<file path="src/rtl/vcu128_areset_gen.sv">
// vcu128_areset_gen: board-level reset source for the VCU128 reset chain.
// Combines the debounced CPU_RESET pushbutton with the MMCM/PLL lock flags
// and drives a glitch-free, registered, active-high areset.
// Optional feature macro: VCU128_ARESET_CAUSE_EN adds a sticky 'cause' output
// (0 = power-on, 1 = button, 2 = loss of lock).
module vcu128_areset_gen #(
    parameter int NUM_PLL            = 2,
    parameter int SYNC_STAGES        = 2,
    parameter int DEBOUNCE_CYCLES    = 65536,
    parameter int MIN_HOLD_CYCLES    = 256,
    parameter int LOCK_STABLE_CYCLES = 1024
) (
    input  logic               clock,
    input  logic               resetn,
    input  logic               button,
    input  logic [NUM_PLL-1:0] pll_locked,
    output logic               areset,
    output logic [1:0]         state
`ifdef VCU128_ARESET_CAUSE_EN
    ,
    output logic [1:0]         cause
`endif
);

    // Counter widths: $clog2 of each limit, never narrower than one bit.
    localparam int DEB_W  = (DEBOUNCE_CYCLES    > 1) ? $clog2(DEBOUNCE_CYCLES)    : 1;
    localparam int HOLD_W = (MIN_HOLD_CYCLES    > 1) ? $clog2(MIN_HOLD_CYCLES)    : 1;
    localparam int STAB_W = (LOCK_STABLE_CYCLES > 1) ? $clog2(LOCK_STABLE_CYCLES) : 1;

    localparam logic [DEB_W-1:0]  DEB_MAX  = DEB_W'(DEBOUNCE_CYCLES - 1);
    localparam logic [HOLD_W-1:0] HOLD_MAX = HOLD_W'(MIN_HOLD_CYCLES - 1);
    localparam logic [STAB_W-1:0] STAB_MAX = STAB_W'(LOCK_STABLE_CYCLES - 1);

    typedef enum logic [1:0] {
        HOLD      = 2'd0,
        WAIT_LOCK = 2'd1,
        STABLE    = 2'd2,
        RUN       = 2'd3
    } state_t;

`ifdef VCU128_ARESET_CAUSE_EN
    localparam logic [1:0] CAUSE_POR  = 2'd0;
    localparam logic [1:0] CAUSE_BTN  = 2'd1;
    localparam logic [1:0] CAUSE_LOCK = 2'd2;

    logic [1:0] cause_d, cause_q;
`endif

    logic [SYNC_STAGES-1:0]              btn_sync_d, btn_sync_q;
    logic [SYNC_STAGES-1:0][NUM_PLL-1:0] lock_sync_d, lock_sync_q;
    logic                                btn_sync_out;
    logic                                all_locked;

    logic [DEB_W-1:0]  deb_cnt_d, deb_cnt_q;
    logic              btn_db_d, btn_db_q;

    state_t            state_d, state_q;
    logic [HOLD_W-1:0] hold_cnt_d, hold_cnt_q;
    logic [STAB_W-1:0] stable_cnt_d, stable_cnt_q;
    logic              areset_d, areset_q;

    // Synchroniser shift: new sample enters stage 0, last stage is the output.
    always_comb begin
        btn_sync_d   = {btn_sync_q[SYNC_STAGES-2:0], button};
        lock_sync_d  = {lock_sync_q[SYNC_STAGES-2:0], pll_locked};
        btn_sync_out = btn_sync_q[SYNC_STAGES-1];
        all_locked   = &lock_sync_q[SYNC_STAGES-1];
    end

    // Button synchroniser presets to "pressed" and lock synchroniser to "unlocked".
    always_ff @(posedge clock) begin
        if (!resetn) begin
            btn_sync_q  <= '1;
            lock_sync_q <= '0;
        end else begin
            btn_sync_q  <= btn_sync_d;
            lock_sync_q <= lock_sync_d;
        end
    end

    // Debounce: accept a new button level only after it persists DEBOUNCE_CYCLES edges.
    always_comb begin
        deb_cnt_d = '0;
        btn_db_d  = btn_db_q;
        if (btn_sync_out != btn_db_q) begin
            if (deb_cnt_q == DEB_MAX) begin
                btn_db_d = btn_sync_out;
            end else begin
                deb_cnt_d = deb_cnt_q + 1'b1;
            end
        end
    end

    // Debounce state; the debounced button starts out pressed so reset is held.
    always_ff @(posedge clock) begin
        if (!resetn) begin
            deb_cnt_q <= '0;
            btn_db_q  <= 1'b1;
        end else begin
            deb_cnt_q <= deb_cnt_d;
            btn_db_q  <= btn_db_d;
        end
    end

    // Release sequencer next-state: button outranks lock in every state.
    always_comb begin
        state_d      = state_q;
        hold_cnt_d   = hold_cnt_q;
        stable_cnt_d = stable_cnt_q;
`ifdef VCU128_ARESET_CAUSE_EN
        cause_d      = cause_q;
`endif
        case (state_q)
            HOLD: begin
                if (btn_db_q) begin
                    hold_cnt_d = '0;
                end else if (hold_cnt_q == HOLD_MAX) begin
                    state_d = WAIT_LOCK;
                end else begin
                    hold_cnt_d = hold_cnt_q + 1'b1;
                end
            end
            WAIT_LOCK: begin
                if (btn_db_q) begin
                    state_d    = HOLD;
                    hold_cnt_d = '0;
                end else if (all_locked) begin
                    state_d      = STABLE;
                    stable_cnt_d = '0;
                end
            end
            STABLE: begin
                if (btn_db_q) begin
                    // Clearing here guarantees a full hold even if the button
                    // level flips again on the very next edge.
                    state_d    = HOLD;
                    hold_cnt_d = '0;
                end else if (!all_locked) begin
                    state_d = WAIT_LOCK;
                end else if (stable_cnt_q == STAB_MAX) begin
                    state_d = RUN;
                end else begin
                    stable_cnt_d = stable_cnt_q + 1'b1;
                end
            end
            RUN: begin
                if (btn_db_q || !all_locked) begin
                    state_d    = HOLD;
                    hold_cnt_d = '0;
`ifdef VCU128_ARESET_CAUSE_EN
                    cause_d    = btn_db_q ? CAUSE_BTN : CAUSE_LOCK;
`endif
                end
            end
            default: begin
                state_d    = HOLD;
                hold_cnt_d = '0;
            end
        endcase
        // areset follows the next state so it moves on the same edge as RUN entry/exit.
        areset_d = (state_d != RUN);
    end

    // Sequencer registers; areset is always driven straight from this flop.
    always_ff @(posedge clock) begin
        if (!resetn) begin
            state_q      <= HOLD;
            hold_cnt_q   <= '0;
            stable_cnt_q <= '0;
            areset_q     <= 1'b1;
`ifdef VCU128_ARESET_CAUSE_EN
            cause_q      <= CAUSE_POR;
`endif
        end else begin
            state_q      <= state_d;
            hold_cnt_q   <= hold_cnt_d;
            stable_cnt_q <= stable_cnt_d;
            areset_q     <= areset_d;
`ifdef VCU128_ARESET_CAUSE_EN
            cause_q      <= cause_d;
`endif
        end
    end

    assign areset = areset_q;
    assign state  = state_q;
`ifdef VCU128_ARESET_CAUSE_EN
    assign cause  = cause_q;
`endif

endmodule

</file>
<file path="config.mk">
export PLATFORM = sky130hd
export DESIGN_NAME = vcu128_areset_gen
export DESIGN_NICKNAME = d
export VERILOG_FILES = /design/src/rtl/vcu128_areset_gen.sv
export SDC_FILE = /design/constraint.sdc
export NUM_CORES = 1
export LEC_CHECK = 0
export CAP_MARGIN = 40
export CORE_ASPECT_RATIO = 0.5
export CORE_MARGIN = 2
export CORE_UTILIZATION = 38
export CTS_BUF_LIST = sky130_fd_sc_hd__clkbuf_16
export DETAILED_ROUTE_END_ITERATION = 8
export PLACE_DENSITY_LB_ADDON = 0.25
export SYNTH_ARGS = -nofsm -noshare
export SYNTH_HDL_FRONTEND = slang
export SYNTH_SLANG_ARGS = --single-unit
</file>
<file path="constraint.sdc">
create_clock -name clock -period 2.5 [get_ports clock]
set_input_delay 0.5 -clock clock [delete_from_list [all_inputs] [get_ports clock]]
set_output_delay 0.5 -clock clock [all_outputs]
set_load 0.01 [all_outputs]
</file>
======== Yosys cells after proc, flatten, opt, wreduce, memory -nomap -nowiden ========
Cells that the tools add are included.
storage, ports and cells
  bits in registers ....................... 44
  input bits .............................. 5
  output and inout port bits .............. 3
  word-level logic and storage cells ...... 60
operators by class
  $add $sub $neg .......................... 3
  equal/unequal tests ..................... 16
  mux-type cells .......................... 20
  bitwise logic cells ..................... 2
  reduce and logical (&&, ||, !) cells .... 10
operators by type and width
  operator               number
  $mux 10                5
  $mux 8                 4
  $pmux 8 s3             1
  $pmux 10 s2            1
  $add 16x1->16 const B  1
  $eq 16x16->1 const B   1
  $mux 2                 8
  $ne 2x2->1 const B     7
  $add 10x1->10 const B  1
  $eq 10x10->1 const B   1
  $add 8x1->8 const B    1
  $eq 8x8->1 const B     1
  $pmux 2 s4             1
  $reduce_and 6->1       1
  $eq 2x2->1 const B     2
  $reduce_and 2->1       2
  $ne 3x3->1 const B     1
  $reduce_and 3->1       1
  $reduce_or 3->1        1
  $eq 2x1->1 const B     1
  $logic_not 2->1        1
  $ne 2x1->1 const B     1
  $not 1->1              2
  $reduce_bool 2->1      1
  4 further kinds        4

======== Longest topological paths before layout ========
Gate-level depths: netlist of the first run.
  depth in word-level cells ............... 6
  mapped depth ............................ 6
  depth with buffers taken out ............ 6

======== Least setup slack after synthesis of the first run ========
OpenSTA, ideal clock, no wires.
  path kind ............................... register to register
  start ................................... register state_q[0], in the netlist state[0]
  end ..................................... register stable_cnt_q[2]
  library setup time ...................... 0.070 ns
  data arrival time ....................... 1.702 ns
  required time ........................... 2.430 ns
  path slack .............................. 0.728 ns
  stages on the path, launching flop included .. 7
  path buffers ............................ 0
  period minus slack after synthesis ...... 1.772 ns
  cell sequence ........................... dfxtp_1 -> inv_1 -> ha_1 -> or2_2 -> and2_2 -> a31o_2 -> a21oi_1
on the way
  word-level cells in the longest chain between the ends .. 3
  elaborated cells on any way between the ends .. 10
  classes of those cells .................. eq/ne: 7; mux: 1; reduce/logical: 2
RTL lines
  item                                                              RTL line  text
  from (decl)                                                       57        state_t state_d, state_q;
  from (signal assigned)                                            175       state_q <= state_d;
  $eq 2x2->1 / $eq 2x1->1 (equally long branches)                   113       case (state_q)
  $ne 2x2->1 (no line) / $reduce_bool 2->1 (equally long branches)  n/a
  $reduce_and 6->1 (no line)                                        n/a
  to (signal assigned)                                              177       stable_cnt_q <= stable_cnt_d;
  to (decl)                                                         59        logic [STAB_W-1:0] stable_cnt_d, stable_cnt_q;
Parallel ways exist; a longest one is shown, timed or not.
A chain may end at the register's enable or synchronous reset.

======== Final worst setup path of the first run ========
  start ................................... register state_q[0], in the netlist state[0]
  end ..................................... register hold_cnt_q[6]
on the way
  word-level cells in the longest chain between the ends .. 4
  elaborated cells on any way between the ends .. 10
  classes of those cells .................. eq/ne: 6; mux: 1; reduce/logical: 3
RTL lines
  item                                             RTL line  text
  $eq 2x2->1 / $eq 2x1->1 (equally long branches)  113
  $reduce_or 2->1 (no line)                        n/a
  $ne 2x1->1 (no line)                             n/a
  $reduce_and 3->1 (no line)                       n/a
  to (signal assigned)                             176       hold_cnt_q <= hold_cnt_d;
  to (decl)                                        58        logic [HOLD_W-1:0] hold_cnt_d, hold_cnt_q;
Parallel ways exist; a longest one is shown, timed or not.

==> reports/qor.txt, run 1 <==
STATUS
----------------------------------------------------------------------------------------
Status                                                                      finished, final reports clean

TIMING
----------------------------------------------------------------------------------------
Relative max-transition margin                                                     56.6%
Final worst hold slack                                                            416 ps
Setup violators final                                                                  0
Total count of max-transition violations in the final report                           0
Setup repair after global routing missed its margin                                false
Post-route worst setup slack                                                      592 ps
FMAX                                                                           0.524 GHz
Part of the cycle the worst path needs                                             76.3%
Clock tree skew after final layout                                               5.56 ps
Final Critical Period                                                            1910 ps
Total Negative Setup Slacks                                                         0 ps
Final Hold Violating Endpoints                                                         0
Least-Margin Pin Slew                                                             651 ps

FLOORPLANNING
----------------------------------------------------------------------------------------
Die extent in y                                                                  57.8 µm
Die W                                                                             112 µm
Area of the die                                                                 6460 µm²
Placeable core region                                                           5540 µm²
Starting density of the core                                                       39.8%
I/O pin total                                                                          8
Number of placement rows                                                              19

DETAILED ROUTING
----------------------------------------------------------------------------------------
Remaining DRCs                                                                         0
Number of DRC violations after detailed-routing iteration 0                           89
Post-detailed-routing wire length                                                4370 µm
Drt via density                                                                     5.50
Number of search-and-repair iterations in the first detailed-routing pass              4
Routed WL per cell                                                               13.2 µm
Post-route antenna net violation count                                                 0
DR vias                                                                            1,822

GLOBAL ROUTING
----------------------------------------------------------------------------------------
Wire length of the first global-routing pass                                     7620 µm
Pin count of the biggest net entering global routing                                  14
Overflow left after global routing                                                     0
Initial antenna violation count                                                        0
GR Util All Layers                                                                 14.7%
Global routing met3 resource utilization                                           3.87%
Number of global-route vias before repair                                          1,681
Most heavily used metal layer in global routing                                     met2
GR Layer Usage met2                                                                24.6%
Global-route met1 utilization                                                      18.5%

CLOCK NETWORK
----------------------------------------------------------------------------------------
CTS Hold Bufs                                                                          0
Number of clock sinks seen by CTS                                                     44
Clock slew seen by the registers of the worst setup and hold paths                 60 ps
Total clock buffers created by CTS                                                     5
Worst-skew pair later-pin latency                                                 280 ps
Cell at the root of the clock tree                                             clkbuf_16
TritonCTS clock tree                                                                done
Number of H-tree levels                                                                2
Resize count post-CTS                                                                  0
Number of buffers inserted to repair setup after CTS                                   0
Maximum clock path buffer count                                                        2

PLACED DESIGN
----------------------------------------------------------------------------------------
Post-Place Setup Slack                                                            570 ps
Number of instances in the placed design                                             323
Routability-driven placement congestion ratio                                      0.846
DP Wirelength                                                                    3110 µm
Count of buffers inserted at the top-level ports                                       7
Placement-stage cell area                                                       2340 µm²

YOSYS
----------------------------------------------------------------------------------------
Yosys top cell by area                                                           dfxtp_1
Count leader, synth                                                              dfxtp_1
Cells after synthesis                                                                248
Netlist area before placement                                                   2200 µm²
Post-synth EDFFs                                                                       0
Avg Inst Size Synth                                                             8.88 µm²
Synth area leaders                                                          dfxtp_1 40%, ha_1 4.5%, a21oi_1 3.9%
Fraction of synthesis flops using an asynchronous set or reset pin                    0%
Flip-flop and latch count after synthesis                                             44
Main flop type after synthesis                                                   dfxtp_1
Total nets after synthesis                                                           261
Area share of the largest cell type after synthesis                                40.0%
Distinct cell type count of the synthesized netlist                                   54
Seq/Total Area, Yosys                                                              40.0%
Top cells by count, synth                                                   44 x dfxtp_1, 19 x nor2_1, 17 x a21oi_1, 17 x nand2_1, 13 x nand3_1
Synthesis warning total                                                                0

SETUP PATH
----------------------------------------------------------------------------------------
Critical Path Source Type                                                       register
Worst endpoint required time                                                     2680 ps
Startpoint of the worst register-to-register path                           state[0]$_SDFF_PN0_
CP startpoint                                                               state[0]$_SDFF_PN0_
Worst setup EP type                                                             register
Critical path class                                                           reg -> reg
Max FO, Critical Path                                                                  6
Arrival time at the worst endpoint                                               2080 ps

POWER AND IR DROP
----------------------------------------------------------------------------------------
Pleak                                                                           0.850 nW
Share of power burned in registers                                                 51.9%
Clock group share of total power                                                   46.2%
Tot Pwr                                                                          1.37 mW
Int Power                                                                        1.08 mW
Power share of the combinational group                                              2.0%
Power density relative to cell area                                           551 nW/µm²
Net switching fraction of the power                                                20.8%
Power spent charging and discharging nets                                       0.284 mW
Worst supply voltage drop on vdd                                                0.280 mV

FINISH
----------------------------------------------------------------------------------------
Fin area                                                                        2480 µm²
Growth of design area from synthesis to finish                                     12.5%
Final nets                                                                           270
Layout cells sized above 1                                                         9.69%
Antenna diodes                                                                         0
Finished Layout Cells                                                                331
Fin util                                                                           44.7%

JOB
----------------------------------------------------------------------------------------
Max-capacitance violation count                                                        0

MIN PATH
----------------------------------------------------------------------------------------
Worst hold start                                                            btn_sync_q[0]$_SDFF_PN1_
Path class of the lowest-slack min-delay path                                 reg -> reg

==> power by group through the flow <==
stage	combinational, mW	sequential, mW	clock (mW)
after floorplan	0.0138	0.723	0
after global placement	0.0262	0.724	0
after detailed placement	0.0269	0.724	0
after CTS	0.0270	0.708	0.651
after global routing	0.0293	0.709	0.686
final	0.0269	0.708	0.630
==> worst paths after layout <==
path / to / depth (start not counted) / slack (ps)
max reg2reg: hold_cnt_q[6]$_SDFFE_PN0P_ / 6 / 590
min: btn_sync_q[1]$_SDFF_PN1_ / 1 / 420
min reg2reg: btn_sync_q[1]$_SDFF_PN1_ / 1 / 420
max: hold_cnt_q[6]$_SDFFE_PN0P_ / 6 / 590
==> registers in the layout, summed over array words and instances, names as in the netlist, 2 cells and up <==
register / flops
lock_sync_d: 2
hold_cnt_q: 8
lock_sync_q: 2
btn_sync_q: 2
stable_cnt_q: 10
state: 2
deb_cnt_q: 16
==> metal layers <==
metal / routed length (µm) / vias up
met1: 2250 / 866
met5: 0 / -
met4: 80 / 0
li1: - / 933
met3: 120 / 7
met2: 1920 / 16
==> worst max-delay path: stages, from the launching register on <==
cell     delay [ps]
dfxtp_1         440
inv_1           150
ha_1            310
a31oi_1         230
nand2_1         130
a21o_1          230
o41ai_1         310
==> placed cells by master (no fill, tap or decap), types with 7 or more instances in the layout <==
master / synthesis / layout
nand4_1: 8 / 8
nand3_1: 13 / 13
nand2_1: 17 / 17
inv_1: 8 / 8
a21oi_1: 17 / 17
and2_1: 7 / 7
and3_1: 8 / 8
nor2_1: 19 / 19
ha_1: 8 / 8
dfxtp_1: 44 / 44
clkdlybuf4s50_1: 0 / 7
xor2_1: 7 / 7
o21ai_0: 7 / 7
==> cell families (layout without fill, tap and decap cells) <==
group | Yosys count | after routing | synth area share, %
adder cells (fa/ha/maj) | 8 | 8 | 4.54
multiplexers | 2 | 2 | 0.909
flip-flops | 44 | 44 | 40.0
XOR/XNOR | 12 | 12 | 4.77
AND/OR/NAND/NOR | 104 | 104 | 26.6
buffers and inverters | 17 | 27 | 3.69
AO/OA/AOI/OAI | 61 | 61 | 19.5
==> final cells by class <==
class / count / area [µm²]
clock inverters: 3 / 13.8
flip-flops and latches: 44 / 881
fillers: 536 / 3060
clock buffers: 5 / 125
repair buffers: 10 / 92.6
multi-input cells: 187 / 1240
well taps: 73 / 91.3
inverters: 9 / 33.8
No activity file was read; power rests on OpenSTA's default activity.
==> run 2: changes to the inputs <==
Clock period 2.5 ns to 1.6 ns, I/O delays scaled along.
==> reports/qor.txt, run 2 (same netlist as run 1, synthesis figures left out) <==
STATUS
----------------------------------------------------------------------------------------
Status                                                                      complete, but fails checks
Failing checks                                                              negative setup slack

JOB
----------------------------------------------------------------------------------------
Max-capacitance violation count                                                        0   unchanged

POWER AND IR DROP
----------------------------------------------------------------------------------------
Int Power                                                                        1.95 mW   +80%
Share of power burned in registers                                                 46.2%   -5.7 points
Pleak                                                                            1.15 nW   +35%
Worst supply voltage drop on vdd                                                0.650 mV   +130%
Net switching fraction of the power                                                18.6%   -2.3 points
Power spent charging and discharging nets                                       0.443 mW   +56%
Power share of the combinational group                                              2.1%   about the same
Power density relative to cell area                                           771 nW/µm²   +40%
Tot Pwr                                                                          2.39 mW   +75%
Clock group share of total power                                                   51.7%   +5.5 points

FINISH
----------------------------------------------------------------------------------------
Footprint of the multi-input gates                                              1470 µm²   +18%
Layout cells sized above 1                                                         34.3%   +25 points
Largest register FFs                                                                  16   unchanged
Filler Cells Inserted                                                                477   -11%
Largest reg by FF count                                                        deb_cnt_q
Antenna diodes                                                                         0   unchanged
Commonest cells after routing, fill and taps aside                          40 x buf_4, 39 x dfxtp_1, 17 x nor2_1
Fin util                                                                           55.9%   +11 points
Most frequent standard cell in the layout excluding fill and tap cells             buf_4
Growth of design area from synthesis to finish                                     40.6%
FF/Latch Area                                                                    892 µm²   +1.3%
Biggest regs                                                                deb_cnt_q (16), stable_cnt_q (10), hold_cnt_q (8)
Final nets                                                                           310   +15%

CLOCK NETWORK
----------------------------------------------------------------------------------------
Number of H-tree levels                                                                2   unchanged
Cell at the root of the clock tree                                             clkbuf_16
Clock slew seen by the registers of the worst setup and hold paths                 60 ps   about the same
Maximum clock path buffer count                                                        2   unchanged
Total clock buffers created by CTS                                                     5   unchanged
Number of clock sinks seen by CTS                                                     44   unchanged
TritonCTS clock tree                                                                done
Worst-skew pair later-pin latency                                                 280 ps   about the same

GLOBAL ROUTING
----------------------------------------------------------------------------------------
Wire length of the first global-routing pass                                     8890 µm   +17%
GR Util All Layers                                                                 17.0%   +2.2 points
Number of global-route vias before repair                                          2,007   +19%
Initial antenna violation count                                                        0   unchanged
Pin count of the biggest net entering global routing                                  18   +4
Overflow left after global routing                                                     0   unchanged

TIMING
----------------------------------------------------------------------------------------
Total count of max-transition violations in the final report                           0   unchanged
Final Hold Violating Endpoints                                                         0   unchanged
Final Critical Period                                                            1690 ps   -219 ps
Clock tree skew after final layout                                               6.50 ps   +0.944 ps
FMAX                                                                           0.592 GHz   +13%
Setup violators final                                                                  4   +4
Setup repair after global routing missed its margin                                 true
Part of the cycle the worst path needs                                              106%   +29 points
Relative max-transition margin                                                     77.2%   +21 points
Least-Margin Pin Slew                                                             340 ps   -311 ps
Post-route worst setup slack                                                    -88.9 ps   -681 ps

PLACED DESIGN
----------------------------------------------------------------------------------------
Count of buffers inserted at the top-level ports                                       7   unchanged
Routability-driven placement congestion ratio                                      0.827   -2.2%
DP Wirelength                                                                    3450 µm   +11%

FLOORPLANNING
----------------------------------------------------------------------------------------
Area of the die                                                                 6460 µm²   unchanged
Placeable core region                                                           5540 µm²   unchanged
Starting density of the core                                                       39.8%   unchanged
Number of placement rows                                                              19   unchanged
I/O pin total                                                                          8   unchanged
Die W                                                                             112 µm   unchanged
Die extent in y                                                                  57.8 µm   unchanged

DETAILED ROUTING
----------------------------------------------------------------------------------------
Post-route antenna net violation count                                                 0   unchanged
Number of DRC violations after detailed-routing iteration 0                          114   +28%
Drt via density                                                                     5.46   -0.72%
DR vias                                                                            2,022   +11%
Remaining DRCs                                                                         0   unchanged
Routed WL per cell                                                               14.7 µm   +12%
Number of search-and-repair iterations in the first detailed-routing pass              4   unchanged
Post-detailed-routing wire length                                                5450 µm   +25%

SETUP PATH
----------------------------------------------------------------------------------------
Cell breakdown of the critical path                                         inv_6 -> ha_4 -> a31oi_4 -> o32ai_4 -> buf_12 -> o211ai_1 -> o41ai_2
Arrival time at the worst endpoint                                               1840 ps   -240 ps
Worst setup EP type                                                             register
Max FO, Critical Path                                                                  5   -1
Critical path class                                                           reg -> reg
CP max stage cell                                                                dfxtp_4
Worst endpoint required time                                                     1750 ps   -930 ps
Top Family by Delay on Critical Path                                        compound AO/OA/AOI/OAI gates
Delay of the slowest cell on the worst path                                       400 ps   -40 ps
Critical Path Source Type                                                       register
Critical path buffer and inverter count                                                2   +1

MIN PATH
----------------------------------------------------------------------------------------
Path class of the lowest-slack min-delay path                                 reg -> reg

==> run 2: cell count changes in the layout (fill, tap and decap cells not counted), sizes merged, moves of 2 or more <==
cell / previous run / this run
clkbuf: 5 / 7
clkdlybuf4s50: 7 / 5
buf: 3 / 42
clkinv: 4 / 1
==> run 2: what timing repair did <==
| item | in CTS | in global routing |
|---|---|---|
| hold buffers | 0 | 0 |
| endpoints found under the setup margin | 15 | 20 |
| resized for setup | 11 | 44 |
| buffers inserted | 1 | 4 |
| pin swaps | 1 | 14 |
| gates cloned | 0 | 1 |
==> run 2: metal layers <==
metal	share of wire (%)	up-vias	global-route usage (%)
met4	2.3	0	7.94
met2	48	21	30.7
met3	2.5	9	4.39
met1	47	971	19.3
li1	-	1021	-
met5	0	-	0
==> run 2: per-stage QoR <==
step	cells	instance area (µm²)	setup TNS, ps	hold WS, ps	setup slack [ps]
4_1_cts	365	2850	-242	428	-58.1
2_1_floorplan	248	2210	0	386	6.84
3_5_place_dp	357	2610	-535	410	-90.4
6_report	370	3100	-203	418	-88.9
5_1_grt	370	3100	-546	435	-91.1
3_3_place_gp	357	2610	-221	403	-40.1
==> run 2: cell type report <==
type                            count  share of cell area (%)
Multi-Input combinational cell    187                    47.3
Clock buffer                        6                    4.85
Sequential cell                    44                    28.8
Inverter                            9                    1.33
Clock inverter                      1                   0.969
Timing Repair Buffer               50                    13.8
Tap cell                           73                    2.95
==> run 2: path summary, 6_finish.rpt <==
| kind | from | to | slack (ps) | cells past startpoint |
|---|---|---|---|---|
| max | state[1]$_SDFF_PN0_ | hold_cnt_q[5]$_SDFFE_PN0P_ | -90 | 7 |
| min reg2reg | btn_sync_q[0]$_SDFF_PN1_ | btn_sync_q[1]$_SDFF_PN1_ | 420 | 1 |
| min | btn_sync_q[0]$_SDFF_PN1_ | btn_sync_q[1]$_SDFF_PN1_ | 420 | 1 |
| max reg2reg | state[1]$_SDFF_PN0_ | hold_cnt_q[5]$_SDFFE_PN0P_ | -90 | 7 |
==> run 2: power groups by stage <==
stage	sequential (mW)	clock, mW	combinational (mW)
after global placement	1.13	0	0.0472
after detailed placement	1.13	0	0.0484
after floorplan	1.13	0	0.0215
after CTS	1.10	1.27	0.0490
final	1.10	1.24	0.0503
after global routing	1.10	1.31	0.0549
